<file path="src/rtl/elevator_pkg.sv">
// Shared constants for the elevator car controllers and the floor display side.
package elevator_pkg;

    localparam int unsigned FLOOR_W    = 5;
    localparam int unsigned MAX_FLOORS = 9;

    typedef logic [1:0] car_state_t;

    localparam car_state_t IDLE      = 2'd0;
    localparam car_state_t MOVE_UP   = 2'd1;
    localparam car_state_t MOVE_DOWN = 2'd2;
    localparam car_state_t DOOR_OPEN = 2'd3;

endpackage

</file>
<file path="src/rtl/elevator_car_ctrl_if.sv">
// Call-button / status bundle between one elevator car controller and its surroundings.
interface elevator_car_ctrl_if #(
    parameter int unsigned NUM_FLOORS = 9
);

    logic [NUM_FLOORS-1:0]            call_btn;
    logic [elevator_pkg::FLOOR_W-1:0] floor;
    logic                             moving;
    logic                             dir_up;
    logic                             door_open;
    logic [NUM_FLOORS-1:0]            pending;

    modport master (
        output call_btn,
        input  floor, moving, dir_up, door_open, pending
    );

    modport slave (
        input  call_btn,
        output floor, moving, dir_up, door_open, pending
    );

endinterface

</file>
<file path="src/rtl/call_latch.sv">
// Pending-request register with clear-over-set priority and here/above/below reduction
// relative to the current floor.
module call_latch
    import elevator_pkg::*;
#(
    parameter int unsigned NUM_FLOORS = 9
) (
    input  logic                  clk,
    input  logic                  rst_n,
    input  logic [NUM_FLOORS-1:0] set_i,
    input  logic                  clr_i,
    input  logic [FLOOR_W-1:0]    floor_i,
    output logic [NUM_FLOORS-1:0] pending_o,
    output logic                  set_here_o,
    output logic                  here_o,
    output logic                  above_o,
    output logic                  below_o
);

    logic [NUM_FLOORS-1:0] pending_q, pending_d;
    logic [NUM_FLOORS-1:0] here_mask;

    always_comb begin
        here_mask = '0;
        above_o   = 1'b0;
        below_o   = 1'b0;
        for (int i = 0; i < int'(NUM_FLOORS); i++) begin
            here_mask[i] = (FLOOR_W'(i + 1) == floor_i);
            if (FLOOR_W'(i + 1) > floor_i) above_o = above_o | pending_q[i];
            if (FLOOR_W'(i + 1) < floor_i) below_o = below_o | pending_q[i];
        end
    end

    assign here_o     = |(pending_q & here_mask);
    assign set_here_o = |(set_i & here_mask);

    // Clear is applied after set so a same-cycle press at the open floor is dropped.
    assign pending_d = (pending_q | set_i) & ~(here_mask & {NUM_FLOORS{clr_i}});

    always_ff @(posedge clk or negedge rst_n) begin
        if (!rst_n) pending_q <= '0;
        else        pending_q <= pending_d;
    end

    assign pending_o = pending_q;

endmodule

</file>
<file path="src/rtl/elevator_car_ctrl.sv">
// Single-car collective up/down scan controller with floor-travel and door-dwell timing.
module elevator_car_ctrl
    import elevator_pkg::*;
#(
    parameter int unsigned NUM_FLOORS  = 9,
    parameter int unsigned MOVE_CYCLES = 25000000,
    parameter int unsigned DOOR_CYCLES = 50000000
) (
    input  logic                 clk,
    input  logic                 rst_n,
    elevator_car_ctrl_if.slave   bus
);

    localparam int unsigned TIMER_MAX = (MOVE_CYCLES > DOOR_CYCLES) ? MOVE_CYCLES : DOOR_CYCLES;
    localparam int unsigned TIMER_W   = $clog2(TIMER_MAX + 1);

    localparam logic [TIMER_W-1:0] MOVE_LAST = TIMER_W'(MOVE_CYCLES - 1);
    localparam logic [TIMER_W-1:0] DOOR_LAST = TIMER_W'(DOOR_CYCLES - 1);
    localparam logic [FLOOR_W-1:0] TOP_FLOOR = FLOOR_W'(NUM_FLOORS);
    localparam logic [FLOOR_W-1:0] BOT_FLOOR = FLOOR_W'(1);

    car_state_t         state_q, state_d;
    logic [TIMER_W-1:0] timer_q, timer_d;
    logic [FLOOR_W-1:0] floor_q, floor_d;
    logic               last_up_q, last_up_d;

    logic here, above, below, set_here;

    call_latch #(
        .NUM_FLOORS (NUM_FLOORS)
    ) u_call_latch (
        .clk        (clk),
        .rst_n      (rst_n),
        .set_i      (bus.call_btn),
        .clr_i      (state_d == DOOR_OPEN),
        .floor_i    (floor_q),
        .pending_o  (bus.pending),
        .set_here_o (set_here),
        .here_o     (here),
        .above_o    (above),
        .below_o    (below)
    );

    always_comb begin
        state_d   = state_q;
        timer_d   = timer_q + TIMER_W'(1);
        floor_d   = floor_q;
        last_up_d = last_up_q;
        unique case (state_q)
            IDLE: begin
                timer_d = '0;
                if (here)       state_d = DOOR_OPEN;
                else if (above) state_d = MOVE_UP;
                else if (below) state_d = MOVE_DOWN;
            end
            MOVE_UP: begin
                last_up_d = 1'b1;
                // A zero timer marks the first cycle at a freshly reached floor.
                if (timer_q == '0 && here) begin
                    state_d = DOOR_OPEN;
                    timer_d = '0;
                end else if (floor_q >= TOP_FLOOR) begin
                    state_d = IDLE;
                    timer_d = '0;
                end else if (timer_q == MOVE_LAST) begin
                    floor_d = floor_q + FLOOR_W'(1);
                    timer_d = '0;
                end
            end
            MOVE_DOWN: begin
                last_up_d = 1'b0;
                if (timer_q == '0 && here) begin
                    state_d = DOOR_OPEN;
                    timer_d = '0;
                end else if (floor_q <= BOT_FLOOR) begin
                    state_d = IDLE;
                    timer_d = '0;
                end else if (timer_q == MOVE_LAST) begin
                    floor_d = floor_q - FLOOR_W'(1);
                    timer_d = '0;
                end
            end
            DOOR_OPEN: begin
                if (set_here) begin
                    timer_d = '0;
                end else if (timer_q == DOOR_LAST) begin
                    timer_d = '0;
                    if (last_up_q && above) state_d = MOVE_UP;
                    else if (below)         state_d = MOVE_DOWN;
                    else if (above)         state_d = MOVE_UP;
                    else                    state_d = IDLE;
                end
            end
            default: begin
                state_d = IDLE;
                timer_d = '0;
            end
        endcase
    end

    always_ff @(posedge clk or negedge rst_n) begin
        if (!rst_n) begin
            state_q   <= IDLE;
            timer_q   <= '0;
            floor_q   <= BOT_FLOOR;
            last_up_q <= 1'b1;
        end else begin
            state_q   <= state_d;
            timer_q   <= timer_d;
            floor_q   <= floor_d;
            last_up_q <= last_up_d;
        end
    end

    assign bus.floor     = floor_q;
    assign bus.moving    = (state_q == MOVE_UP) || (state_q == MOVE_DOWN);
    assign bus.dir_up    = (state_q == MOVE_UP);
    assign bus.door_open = (state_q == DOOR_OPEN);

endmodule

</file>
<file path="src/flat_wrapper.sv">
// flat-port wrapper written by rule: the top's interface ports become plain ports
module elevator_car_ctrl_flat import elevator_pkg::*;
#(
    parameter int unsigned NUM_FLOORS  = 9,
    parameter int unsigned MOVE_CYCLES = 25000000,
    parameter int unsigned DOOR_CYCLES = 50000000
)
  (clk, rst_n, bus_call_btn, bus_floor, bus_moving, bus_dir_up, bus_door_open, bus_pending);
  elevator_car_ctrl_if #(.NUM_FLOORS(NUM_FLOORS)) bus_i ();
  input  logic clk;
  input  logic rst_n;
  input wire logic [$bits(bus_i.call_btn)-1:0] bus_call_btn;
  output wire logic [$bits(bus_i.floor)-1:0] bus_floor;
  output wire logic [$bits(bus_i.moving)-1:0] bus_moving;
  output wire logic [$bits(bus_i.dir_up)-1:0] bus_dir_up;
  output wire logic [$bits(bus_i.door_open)-1:0] bus_door_open;
  output wire logic [$bits(bus_i.pending)-1:0] bus_pending;
  assign bus_i.call_btn = bus_call_btn;
  assign bus_floor = bus_i.floor;
  assign bus_moving = bus_i.moving;
  assign bus_dir_up = bus_i.dir_up;
  assign bus_door_open = bus_i.door_open;
  assign bus_pending = bus_i.pending;
  elevator_car_ctrl #(.NUM_FLOORS(NUM_FLOORS), .MOVE_CYCLES(MOVE_CYCLES), .DOOR_CYCLES(DOOR_CYCLES)) u_core (.clk(clk), .rst_n(rst_n), .bus(bus_i));
endmodule
</file>
<file path="config.mk">
export PLATFORM = sky130hd
export DESIGN_NAME = elevator_car_ctrl_flat
export DESIGN_NICKNAME = d
export VERILOG_FILES = /design/src/rtl/elevator_pkg.sv /design/src/rtl/elevator_car_ctrl_if.sv /design/src/rtl/call_latch.sv /design/src/rtl/elevator_car_ctrl.sv /design/src/flat_wrapper.sv
export SDC_FILE = /design/constraint.sdc
export NUM_CORES = 1
export LEC_CHECK = 0
export BUFFER_PORTS_ARGS = -buffer_cell sky130_fd_sc_hd__buf_2
export CAP_MARGIN = 20
export CORE_UTILIZATION = 52
export CTS_BUF_LIST = sky130_fd_sc_hd__clkbuf_4 sky130_fd_sc_hd__clkbuf_8
export DETAILED_ROUTE_END_ITERATION = 6
export PLACE_DENSITY = 0.67
export SLEW_MARGIN = 20
export SYNTH_ARGS = -nofsm -noshare
export SYNTH_HDL_FRONTEND = slang
export SYNTH_SLANG_ARGS = --single-unit
</file>
<file path="constraint.sdc">
create_clock -name clk -period 4.2 [get_ports clk]
set_input_delay 0.42 -clock clk [delete_from_list [all_inputs] [get_ports clk]]
set_output_delay 0.42 -clock clk [all_outputs]
set_load 0.02 [all_outputs]
</file>
==> summary.md, run 1 <==
| Metric | Value |
|---|---|
| Clk_skew | `0.0102 ns` |
| Row Count | `26` |
| Ys async rst share | `100%` |
| CTS tree | `done` |
| WP data arrival | `between 3 and 4 ns` |
| Post-CTS Setup Bufs | `0` |
| Routed WL per cell | `about 16 um` |
| Vias in the first global route | `2332` |
| Met1 GRT Util | `a little under two fifths` |
| Hold Crit Class | `primary input to asynchronous set/reset pin` |
| Crit start category | `flip-flop` |
| Hold Buf Count CTS | `0` |
| Reg2reg setup slack | `about 0.95 ns` |
| Fin crit period | `3.25 ns` |
| Clk buf depth | `2` |
| Ys Warns | `0` |
| Total Die Area | `roughly 0.0059 mm^2` |
| Cells after synthesis | `316` |
| Max Cap Viol | `0` |
| DRC | `0` |
| Worst EP required | `about 4.4 ns` |
| Die Wd | `76.9 um` |
| CTS root buf | `clkbuf_8` |
| Launch point of the worst reg-to-reg path | `u_core.bus.floor[0]` |
| Initial Utilization | `a little under three fifths` |
| Synth Area per Inst | `9.23 um^2` |
| # port buffers | `27` |
| Slew HR | `35.6%` |
| Detailed Place HPWL | `about 5 mm` |
| Grt peak-use layer | `met1` |
| Peak Freq | `307 MHz` |
| PostCTS Resize Cnt | `0` |
| Commonest non-fill, non-tap cell in the layout | `nor2_1` |
| Pwr Density | `666 mW/mm^2` |
| Layout cells sized above 1 | `18.4%` |
| Crit share post-route | `77.5%` |
| Synth Flop Type | `dfrtp_1` |
| First-pass GRT wire length | `11.5 mm` |
| Die H | `between 70 and 80 um` |
| Tightest Pin Transition | `0.966 ns` |
| Final count of hold timing violations | `0` |
| Detailed-route via count | `roughly 2400` |
| Clk slew on worst S/H paths | `roughly 0.080 ns` |
| Initial DRT Pass Iterations | `5` |
| Dpl ws | `approximately 0.95 ns` |
| Crit path top cell by count | `nor2_1` |
| Netlist cell types | `65` |
| CP endpoint kind | `flip-flop` |
| Lkg Pwr | `1.23 nW` |
| H-tree depth | `2` |
| NumNets Final | `364` |
| Slowest CP cell | `dfstp_2` |
| Critical path fanouts, max | `25` |
| EDFF count, synth | `0` |
| I/O Pins | `28` |
| # diodes | `0` |
| Reg2reg end | `u_core.timer_q[2]` |
| GP Congestion | `0.929` |
| Post-Route WL | `6.68 mm` |
| Vias per cell | `5.94` |
| Latest clock arrival within the worst-skew pair | `0.29 ns` |
| Area of the core | `0.00524 mm^2` |
| #FFs+latches synth | `43` |
| Commonest cells after routing, fill and taps aside | `nor2_1 (44), dfrtp_1 (41), buf_2 (27)` |
| First-iteration detailed-routing DRC count | `167` |
| CP max stage delay | `0.67 ns` |
| Crit Path Category | `flip-flop to flip-flop` |
| Total GRT Usage | `approximately a quarter` |
| R2R depth | `9` |
| Clock Sinks | `43` |
| Fillcell total | `495` |
| Crit-path cells | `inv_1 -> ha_1 -> a22oi_1 -> a32oi_1 -> a211oi_1 -> nor2_1 -> or3_1 -> a21o_2 -> nor2_1` |
| Setup-violating endpoint count in the final report | `0` |
| Grt ovf | `0` |
| Outcome | `completed` |
| Register area share after synthesis | `37.0%` |
| Pin count of the biggest net entering global routing | `44` |
| Area added between synthesis and finish | `8.71%` |
| RSZ-0062 raised after global routing | `no` |
| Syn_nets | `~340` |
| Antenna violations before repair | `0` |
| Met2 global-route usage | `35.7%` |
| CTS buffer count | `5` |
| Post-route ant nets | `0` |
| Met3 usage | `5.48%` |
| Maximum VDD drop | `467 uV` |
| Setup TNS | `0 ns` |
| Worst setup margin | `~0.95 ns` |
| Slew Viols, Final | `0` |
| Post-Syn Area | `slightly below 0.003 mm^2` |
## routing by layer
metal | vias to the layer above | wire length, um | part of all wire [%]
li1 | 1187 | - | -
met1 | 1187 | 3490 | 52
met2 | 70 | 2730 | 41
met3 | 4 | 419 | 6.3
met4 | 0 | 38 | 0.57
met5 | - | 0 | 0
## sequential cells by signal, indices dropped and copies added (netlist names)
register                       count
u_core.state_q                     2
u_core.bus.floor                   5
u_core.u_call_latch.pending_o      9
u_core.last_up_q                   1
u_core.timer_q                    26
## synth_stat cells (all sizes together), types with 10 or more instances
master | n | area, um^2
o21ai | 10 | 53.8
nand2 | 17 | 63.8
dfrtp | 41 | 1030
xnor2 | 11 | 96.3
ha | 11 | 138
inv | 16 | 60.1
xor2 | 17 | 149
a21oi | 12 | 63.8
nor2 | 54 | 278
nand3 | 11 | 55.1
## report_power, final
part	total, W	internal (W)	switching [W]	leakage, nW
Clock	0.000315	0.000181	0.000134	0.0547
Combinational	0.00114	0.000401	0.000741	0.642
Sequential	0.000654	0.000488	0.000166	0.534
## kinds of logic (layout without fill, tap and decap cells)
kind of cell	count (synthesis)	in the layout	share of synthesized area, %
fa+ha+maj	11	11	4.72
mux	2	2	0.729
simple gates	143	143	27.9
xor+xnor	28	28	8.41
compound gates	63	63	16.1
flops	43	43	37.0
buf+inv	26	52	5.15
## how the worst max path moves through the flow
stage	from	to	slack [ns]	depth (start not counted)
2_1_floorplan	u_core.bus.floor[1]	u_core.timer_q[11]	1.44	11
3_3_place_gp	u_core.bus.floor[0]	u_core.timer_q[10]	1.03	9
3_5_place_dp	u_core.bus.floor[0]	u_core.timer_q[2]	0.95	9
4_1_cts	u_core.bus.floor[0]	u_core.timer_q[2]	0.94	9
5_1_grt	u_core.bus.floor[0]	u_core.timer_q[25]	0.73	9
6_report	u_core.bus.floor[0]	u_core.timer_q[2]	0.95	9
## worst max-delay path: cells and delay by family (launching register included)
family | cells | cell delay, ns
DFF | 1 | 0.67
adders and majority gates | 1 | 0.34
buffers and inverters | 1 | 0.16
AOI/OAI and AO/OA | 4 | 1.30
and+or+nand+nor | 3 | 0.69
## cell type report
| type | count | area, um^2 | area share, % |
|---|---|---|---|
| timing repair buffer | 29 | 150 | 4.74 |
| multi-input combinational | 247 | 1690 | 53.2 |
| clock buffer | 6 | 76.3 | 2.41 |
| clock inverter | 1 | 30.0 | 0.947 |
| tap | 70 | 87.6 | 2.76 |
| inverter | 16 | 60.1 | 1.89 |
| sequential | 43 | 1080 | 34.0 |
## metrics by stage
stage	area (um^2)	util, %	hold slack (ns)	std cells	total power, W
3_5_place_dp	3060	58.5	0.517	405	0.00180
6_report	3170	60.5	0.284	412	0.00211
2_1_floorplan	2920	-	0.124	316	0.00158
3_3_place_gp	3060	58.5	0.504	405	0.00179
4_1_cts	3170	60.5	0.308	412	0.00212
5_1_grt	3170	60.5	0.361	412	0.00227
(Power assumes the default switching activity.)
==> run 2, diff against run 1 <==
Clock period 4.2 ns to 3.1 ns, I/O delays scaled along.
==> run 2 against run 1 <==
- sequential share of layout area fell by 1.2 points
- critical path depth rose by 2
- first-iteration DRC count fell by 3.6%
- non-clock buffer count rose by 11
- global-route usage barely moved
- clock power rose by 41%
- combinational power rose by 62%
- fmax rose by 12%
- worst hold slack got worse by 0.12 ns
- critical endpoint is now u_core.u_call_latch.pending_o[2]
- largest cell class unchanged
==> summary.md, run 2 (synthesis results as in run 1) <==
| Metric | Value |
|---|---|
| Pin count of the biggest net entering global routing | `44 (unchanged)` |
| Clk slew on worst S/H paths | `0.09 ns (was 0.08 ns)` |
| Crit Path Category | `flip-flop to flip-flop (unchanged)` |
| Final design utilization | `62.8% (was 60.5%)` |
| Row Count | `26 (unchanged)` |
| Setup-violating endpoint count in the final report | `0 (unchanged)` |
| Critical path launch point | `u_core.bus.floor[1] (was u_core.bus.floor[0])` |
| CTS tree | `done (unchanged)` |
| H-tree depth | `2 (unchanged)` |
| CTS buffer count | `5 (unchanged)` |
| CTS root buf | `clkbuf_8 (unchanged)` |
| Initial DRT Pass Iterations | `4 (was 5)` |
| RSZ-0062 raised after global routing | `no (unchanged)` |
| Die Wd | `76.9 um (unchanged)` |
| Area added between synthesis and finish | `12.7% (was 8.71%)` |
| Clk_skew | `0.00789 ns (was 0.0102 ns)` |
| Layout cells sized above 1 | `22.0% (was 18.4%)` |
| Worst hold slack | `0.161 ns (was 0.284 ns)` |
| # diodes | `0 (unchanged)` |
| Crit start category | `flip-flop (unchanged)` |
| Fin crit period | `2.91 ns (was 3.25 ns)` |
| Worst setup margin | `0.187 ns (was 0.946 ns)` |
| Slew HR | `35.4% (was 35.6%)` |
| Cell family with most CP delay | `compound AO/OA/AOI/OAI gates (unchanged)` |
| Commonest non-fill, non-tap cell in the layout | `nor2_1 (unchanged)` |
| Max FFs per register | `26 (unchanged)` |
| Total Die Area | `0.00591 mm^2 (unchanged)` |
| Slew Viols, Final | `0 (unchanged)` |
| Clock Sinks | `43 (unchanged)` |
| Slowest CP cell | `dfrtp_1 (was dfstp_2)` |
| Worst EP required | `3.32 ns (was 4.41 ns)` |
| Routed WL per cell | `16.1 um (was 16.2 um)` |
| NumNets Final | `375 (was 364)` |
| GP Congestion | `0.937 (was 0.929)` |
| # port buffers | `27 (unchanged)` |
| # placed instances | `415 (was 405)` |
| Grt ovf | `0 (unchanged)` |
| Vias in the first global route | `2242 (was 2332)` |
| Clk buf depth | `2 (unchanged)` |
| Setup TNS | `0 ns (unchanged)` |
| Largest Register | `u_core.timer_q (unchanged)` |
| Dpl ws | `0.0513 ns (was 0.951 ns)` |
| Finished Layout Cells | `424 (was 412)` |
| Area of the core | `0.00524 mm^2 (unchanged)` |
| Crit-path cells | `inv_1 -> ha_1 -> buf_4 -> a22o_1 -> a32o_1 -> a311oi_2 -> a21boi_1 -> o21ai_0 -> a22oi_4 -> buf_12 -> a41oi_1 (was inv_1 -> ha_1 -> a22oi_1 -> a32oi_1 -> a211oi_1 -> nor2_1 -> or3_1 -> a21o_2 -> nor2_1)` |
| CP endpoint kind | `flip-flop (unchanged)` |
| Tightest Pin Transition | `0.970 ns (was 0.966 ns)` |
| Initial Utilization | `55.7% (unchanged)` |
| Latest clock arrival within the worst-skew pair | `0.30 ns (was 0.29 ns)` |
| Vias per cell | `5.90 (was 5.94)` |
| Hold Crit Class | `primary input to asynchronous set/reset pin (unchanged)` |
| CP max stage delay | `0.43 ns (was 0.67 ns)` |
| Max Cap Viol | `0 (unchanged)` |
| Post-route ant nets | `0 (unchanged)` |
| Crit share post-route | `94.0% (was 77.5%)` |
| Detailed Place HPWL | `4.94 mm (was 4.90 mm)` |
| Total GRT Usage | `24.7% (was 24.8%)` |
| Detailed-route via count | `2501 (was 2448)` |
| Final count of hold timing violations | `0 (unchanged)` |
| DRC | `0 (unchanged)` |
| Hold Buf Count CTS | `0 (unchanged)` |
| Commonest cells after routing, fill and taps aside | `nor2_1 (44), dfrtp_1 (41), buf_2 (27) (unchanged)` |
| Lkg Pwr | `1.29 nW (was 1.23 nW)` |
| I/O Pins | `28 (unchanged)` |
| Pwr Density | `944 mW/mm^2 (was 666 mW/mm^2)` |
| Launch point of the worst reg-to-reg path | `u_core.bus.floor[1] (was u_core.bus.floor[0])` |
| First-pass GRT wire length | `11.6 mm (was 11.5 mm)` |
| Outcome | `completed (unchanged)` |
| Peak Freq | `343 MHz (was 307 MHz)` |
| Critical path fanouts, max | `9 (was 25)` |
| Antenna violations before repair | `0 (unchanged)` |
| Die H | `76.9 um (unchanged)` |
| Post-Route WL | `6.82 mm (was 6.68 mm)` |
| WP data arrival | `3.13 ns (was 3.47 ns)` |
| Maximum VDD drop | `678 uV (was 467 uV)` |
| Worst Path Buf+Inv | `3 (was 1)` |
| First-iteration detailed-routing DRC count | `161 (was 167)` |
-- run 2: changes by cell type in the layout (fill, tap and decap cells not counted), sizes merged --
cell | before | now
buf | 29 | 40
clkinv | 0 | 2
clkbuf | 6 | 5
-- run 2: power breakdown --
group,internal [W],switching (W)
registers,0.000662,0.000142
logic,0.000712,0.00114
clock network,0.000240,0.000205
total,0.00161,0.00149
-- run 2: worst paths after layout --
check	endpoint	slack, ns	depth (start not counted)
min in group clk	u_core.u_call_latch.pending_o[5]	0.27	3
max in group asynchronous	u_core.timer_q[19]	2.33	1
worst max register to register	u_core.u_call_latch.pending_o[2]	0.19	11
worst min register to register	u_core.timer_q[0]	0.51	1
worst max-delay path	u_core.u_call_latch.pending_o[2]	0.19	11
worst min-delay path	u_core.u_call_latch.pending_o[8]	0.16	1
-- run 2: cell type report --
class	count	area, um^2
tap	70	87.6
inverter	16	60.1
fill	454	1950
multi-input combinational	247	1700
sequential	43	1080
clock inverter	3	43.8
timing repair buffer	40	245
clock buffer	5	68.8
-- run 2: timing repair --
item                       4_1_cts  5_1_grt
gates resized for setup          0        4
setup endpoints to repair        0       35
setup buffers                    0        1
-- run 2: per-stage QoR --
| step | total power (W) | area (um^2) |
|---|---|---|
| 3_5_place_dp | 0.00252 | 3140 |
| 5_1_grt | 0.00335 | 3290 |
| 3_3_place_gp | 0.00252 | 3140 |
| 6_report | 0.00310 | 3290 |
| 4_1_cts | 0.00298 | 3250 |
| 2_1_floorplan | 0.00214 | 2920 |
-- run 2: routing by layer --
| layer | global-route usage (%) | vias to the layer above | wire length, um |
|---|---|---|---|
| met5 | 0 | - | 0 |
| met4 | 4.81 | 0 | 53 |
| met3 | 3.93 | 6 | 432 |
| met2 | 32.1 | 78 | 2730 |
| met1 | 41.6 | 1202 | 3600 |
| li1 | - | 1215 | - |
==> run 3, diff against run 2 <==
Settings changed: PLACE_DENSITY 0.67 to default, PLACE_DENSITY_LB_ADDON from default to 0.2.
==> run 3 against run 2 <==
- sequential power shrank 0.5%
- clock skew barely moved
- critical path depth down 2
- sequential share of layout area is 0.10 points lower
- flip-flop and latch count unchanged
- non-clock buffer count increased by 3
- worst hold slack gained 0.0041 ns
- fmax shrank 1.2%
==> summary.md, run 3 (synthesis results as in run 1) <==
| Metric | Value |
|---|---|
| Outcome | `completed (unchanged)` |
| Die H | `76.9 um (unchanged)` |
| Vias per cell | `5.95 (was 5.90)` |
| NumNets Final | `378 (was 375)` |
| Setup TNS | `0 ns (unchanged)` |
| Vias in the first global route | `2413 (was 2242)` |
| Pwr Density | `939 mW/mm^2 (was 944 mW/mm^2)` |
| Peak Freq | `339 MHz (was 343 MHz)` |
| Pwr Total | `0.00310 W (about the same)` |
| CTS buffer count | `5 (unchanged)` |
| Critical path launch point | `u_core.bus.floor[0] (was u_core.bus.floor[1])` |
| Crit-path cells | `inv_1 -> ha_1 -> a22o_1 -> a32o_1 -> a311oi_2 -> a21boi_1 -> o21ai_1 -> or3b_1 -> a41oi_1 (was inv_1 -> ha_1 -> buf_4 -> a22o_1 -> a32o_1 -> a311oi_2 -> a21boi_1 -> o21ai_0 -> a22oi_4 -> buf_12 -> a41oi_1)` |
| Largest Register | `u_core.timer_q (unchanged)` |
| Antenna violations before repair | `0 (unchanged)` |
| Clk buf depth | `2 (unchanged)` |
| Die Wd | `76.9 um (unchanged)` |
| Commonest cells after routing, fill and taps aside | `nor2_1 (44), dfrtp_1 (41), buf_2 (27) (unchanged)` |
| Sw Pwr | `0.00149 W (about the same)` |
| Switching Share | `48.3% (was 48.0%)` |
| Lkg Pwr | `1.31 nW (was 1.29 nW)` |
| Maximum VDD drop | `687 uV (was 678 uV)` |
| CTS tree | `done (unchanged)` |
| Clk_skew | `0.00822 ns (was 0.00789 ns)` |
| Initial DRT Pass Iterations | `5 (was 4)` |
| Latest clock arrival within the worst-skew pair | `0.29 ns (was 0.30 ns)` |
| # port buffers | `27 (unchanged)` |
| Critical path fanouts, max | `10 (was 9)` |
| Hold Crit Class | `primary input to asynchronous set/reset pin (unchanged)` |
| I/O Pins | `28 (unchanged)` |
| Post-route ant nets | `0 (unchanged)` |
| DRC | `0 (unchanged)` |
| Fin crit period | `2.95 ns (was 2.91 ns)` |
| Post-Route WL | `6.97 mm (was 6.82 mm)` |
| DP Area | `0.00318 mm^2 (was 0.00314 mm^2)` |
| Crit start category | `flip-flop (unchanged)` |
| # placed instances | `419 (was 415)` |
| Seq pwr share | `25.8% (was 25.9%)` |
| Routed WL per cell | `16.3 um (was 16.1 um)` |
| R2R depth | `9 (was 11)` |
| RSZ-0062 raised after global routing | `no (unchanged)` |
| Layout cells sized above 1 | `22.1% (was 22.0%)` |
| Area added between synthesis and finish | `13.1% (was 12.7%)` |
| Area of the core | `0.00524 mm^2 (unchanged)` |
| Comb power frac | `60.0% (was 59.7%)` |
| Final count of hold timing violations | `0 (unchanged)` |
| Setup-violating endpoint count in the final report | `0 (unchanged)` |
| Grt ovf | `0 (unchanged)` |
| Detailed-route via count | `2541 (was 2501)` |
| Post-route cell area | `0.00330 mm^2 (was 0.00329 mm^2)` |
| Slew Viols, Final | `0 (unchanged)` |
| First-pass GRT wire length | `11.9 mm (was 11.6 mm)` |
| Worst EP required | `3.30 ns (was 3.32 ns)` |
| Reg2reg setup slack | `0.15 ns (was 0.19 ns)` |
| Clk slew on worst S/H paths | `0.08 ns (was 0.09 ns)` |
| Tightest Pin Transition | `0.951 ns (was 0.970 ns)` |
| Slowest CP cell | `dfstp_2 (was dfrtp_1)` |
| Launch point of the worst reg-to-reg path | `u_core.bus.floor[0] (was u_core.bus.floor[1])` |
| Total GRT Usage | `25.3% (was 24.7%)` |
| Total Die Area | `0.00591 mm^2 (unchanged)` |
| Max FFs per register | `26 (unchanged)` |
| CP max stage delay | `0.60 ns (was 0.43 ns)` |
| Worst hold slack | `0.165 ns (was 0.161 ns)` |
| Reg2reg end | `u_core.u_call_latch.pending_o[7] (was u_core.u_call_latch.pending_o[2])` |
| Initial Utilization | `55.7% (unchanged)` |
| # diodes | `0 (unchanged)` |
| WP data arrival | `3.15 ns (was 3.13 ns)` |
| Crit Path Category | `flip-flop to flip-flop (unchanged)` |
| Detailed Place HPWL | `5.16 mm (was 4.94 mm)` |
| Clock Sinks | `43 (unchanged)` |
| GP Congestion | `0.962 (was 0.937)` |
| Row Count | `26 (unchanged)` |
| First-iteration detailed-routing DRC count | `206 (was 161)` |
| Crit share post-route | `95.1% (was 94.0%)` |
| Clock power frac | `14.1% (was 14.4%)` |
| Pin count of the biggest net entering global routing | `44 (unchanged)` |
| CP endpoint kind | `flip-flop (unchanged)` |
| Slew HR | `36.6% (was 35.4%)` |
| End of the critical path | `u_core.u_call_latch.pending_o[7] (was u_core.u_call_latch.pending_o[2])` |
| Int Pwr | `0.00160 W (was 0.00161 W)` |
| Finished Layout Cells | `427 (was 424)` |
| CTS root buf | `clkbuf_8 (unchanged)` |
| Max Cap Viol | `0 (unchanged)` |
| Commonest non-fill, non-tap cell in the layout | `nor2_1 (unchanged)` |
| Hold Buf Count CTS | `0 (unchanged)` |
| H-tree depth | `2 (unchanged)` |
-- run 3: per-layer routing --
| metal | track usage, % | share of wire [%] | wire (um) |
|---|---|---|---|
| met1 | 39.0 | 50 | 3480 |
| met2 | 36.9 | 43 | 2970 |
| met3 | 4.40 | 6.8 | 477 |
| met4 | 4.62 | 0.52 | 36 |
| met5 | 0 | 0 | 0 |
-- run 3: how the worst min path moves through the flow --
stage / depth (start not counted) / end
detailed placement: 2 / u_core.last_up_q
floorplan: 0 / u_core.bus.floor[1]
global route: 1 / u_core.u_call_latch.pending_o[6]
CTS: 1 / u_core.u_call_latch.pending_o[4]
global placement: 1 / u_core.timer_q[0]
finish: 1 / u_core.u_call_latch.pending_o[6]
-- run 3: cell type report --
cell class | instances | area (um^2)
Clock buffer | 5 | 68.8
Clock inverter | 3 | 43.8
Fill cell | 458 | 1940
Inverter | 16 | 60.1
Multi-Input combinational cell | 247 | 1690
Sequential cell | 43 | 1080
Tap cell | 70 | 87.6
Timing Repair Buffer | 43 | 268
-- run 3: worst max-delay path, delay by kind of cell, from the launching register on --
family          cells  cell delay [ns]
flops               1             0.60
simple gates        1             0.55
compound gates      6             1.30
buf+inv             1             0.11
fa+ha+maj           1             0.29
-- run 3: power groups by stage --
stage	Sequential (W)	Combinational [W]	Clock, W
floorplan	0.000844	0.00130	0
finish	0.000800	0.00186	0.000438
global route	0.000816	0.00201	0.000469
global placement	0.000805	0.00181	0
detailed placement	0.000803	0.00182	0
CTS	0.000796	0.00183	0.000447
-- run 3: timing repair --
action                                  CTS  global route
gates resized for setup                   0             2
endpoints found under the setup margin    0             2
hold endpoints to repair                  0             0
buffers inserted                          0             0
-- run 3: metrics by stage --
| stage | worst slack, ns | utilization, % |
|---|---|---|
| after floorplan | 0.343 | - |
| after global placement | 0.287 | 60.8 |
| after detailed placement | 0.193 | 60.8 |
| after CTS | 0.183 | 62.9 |
| after global routing | 0.000340 | 63.0 |
| final | 0.152 | 63.0 |
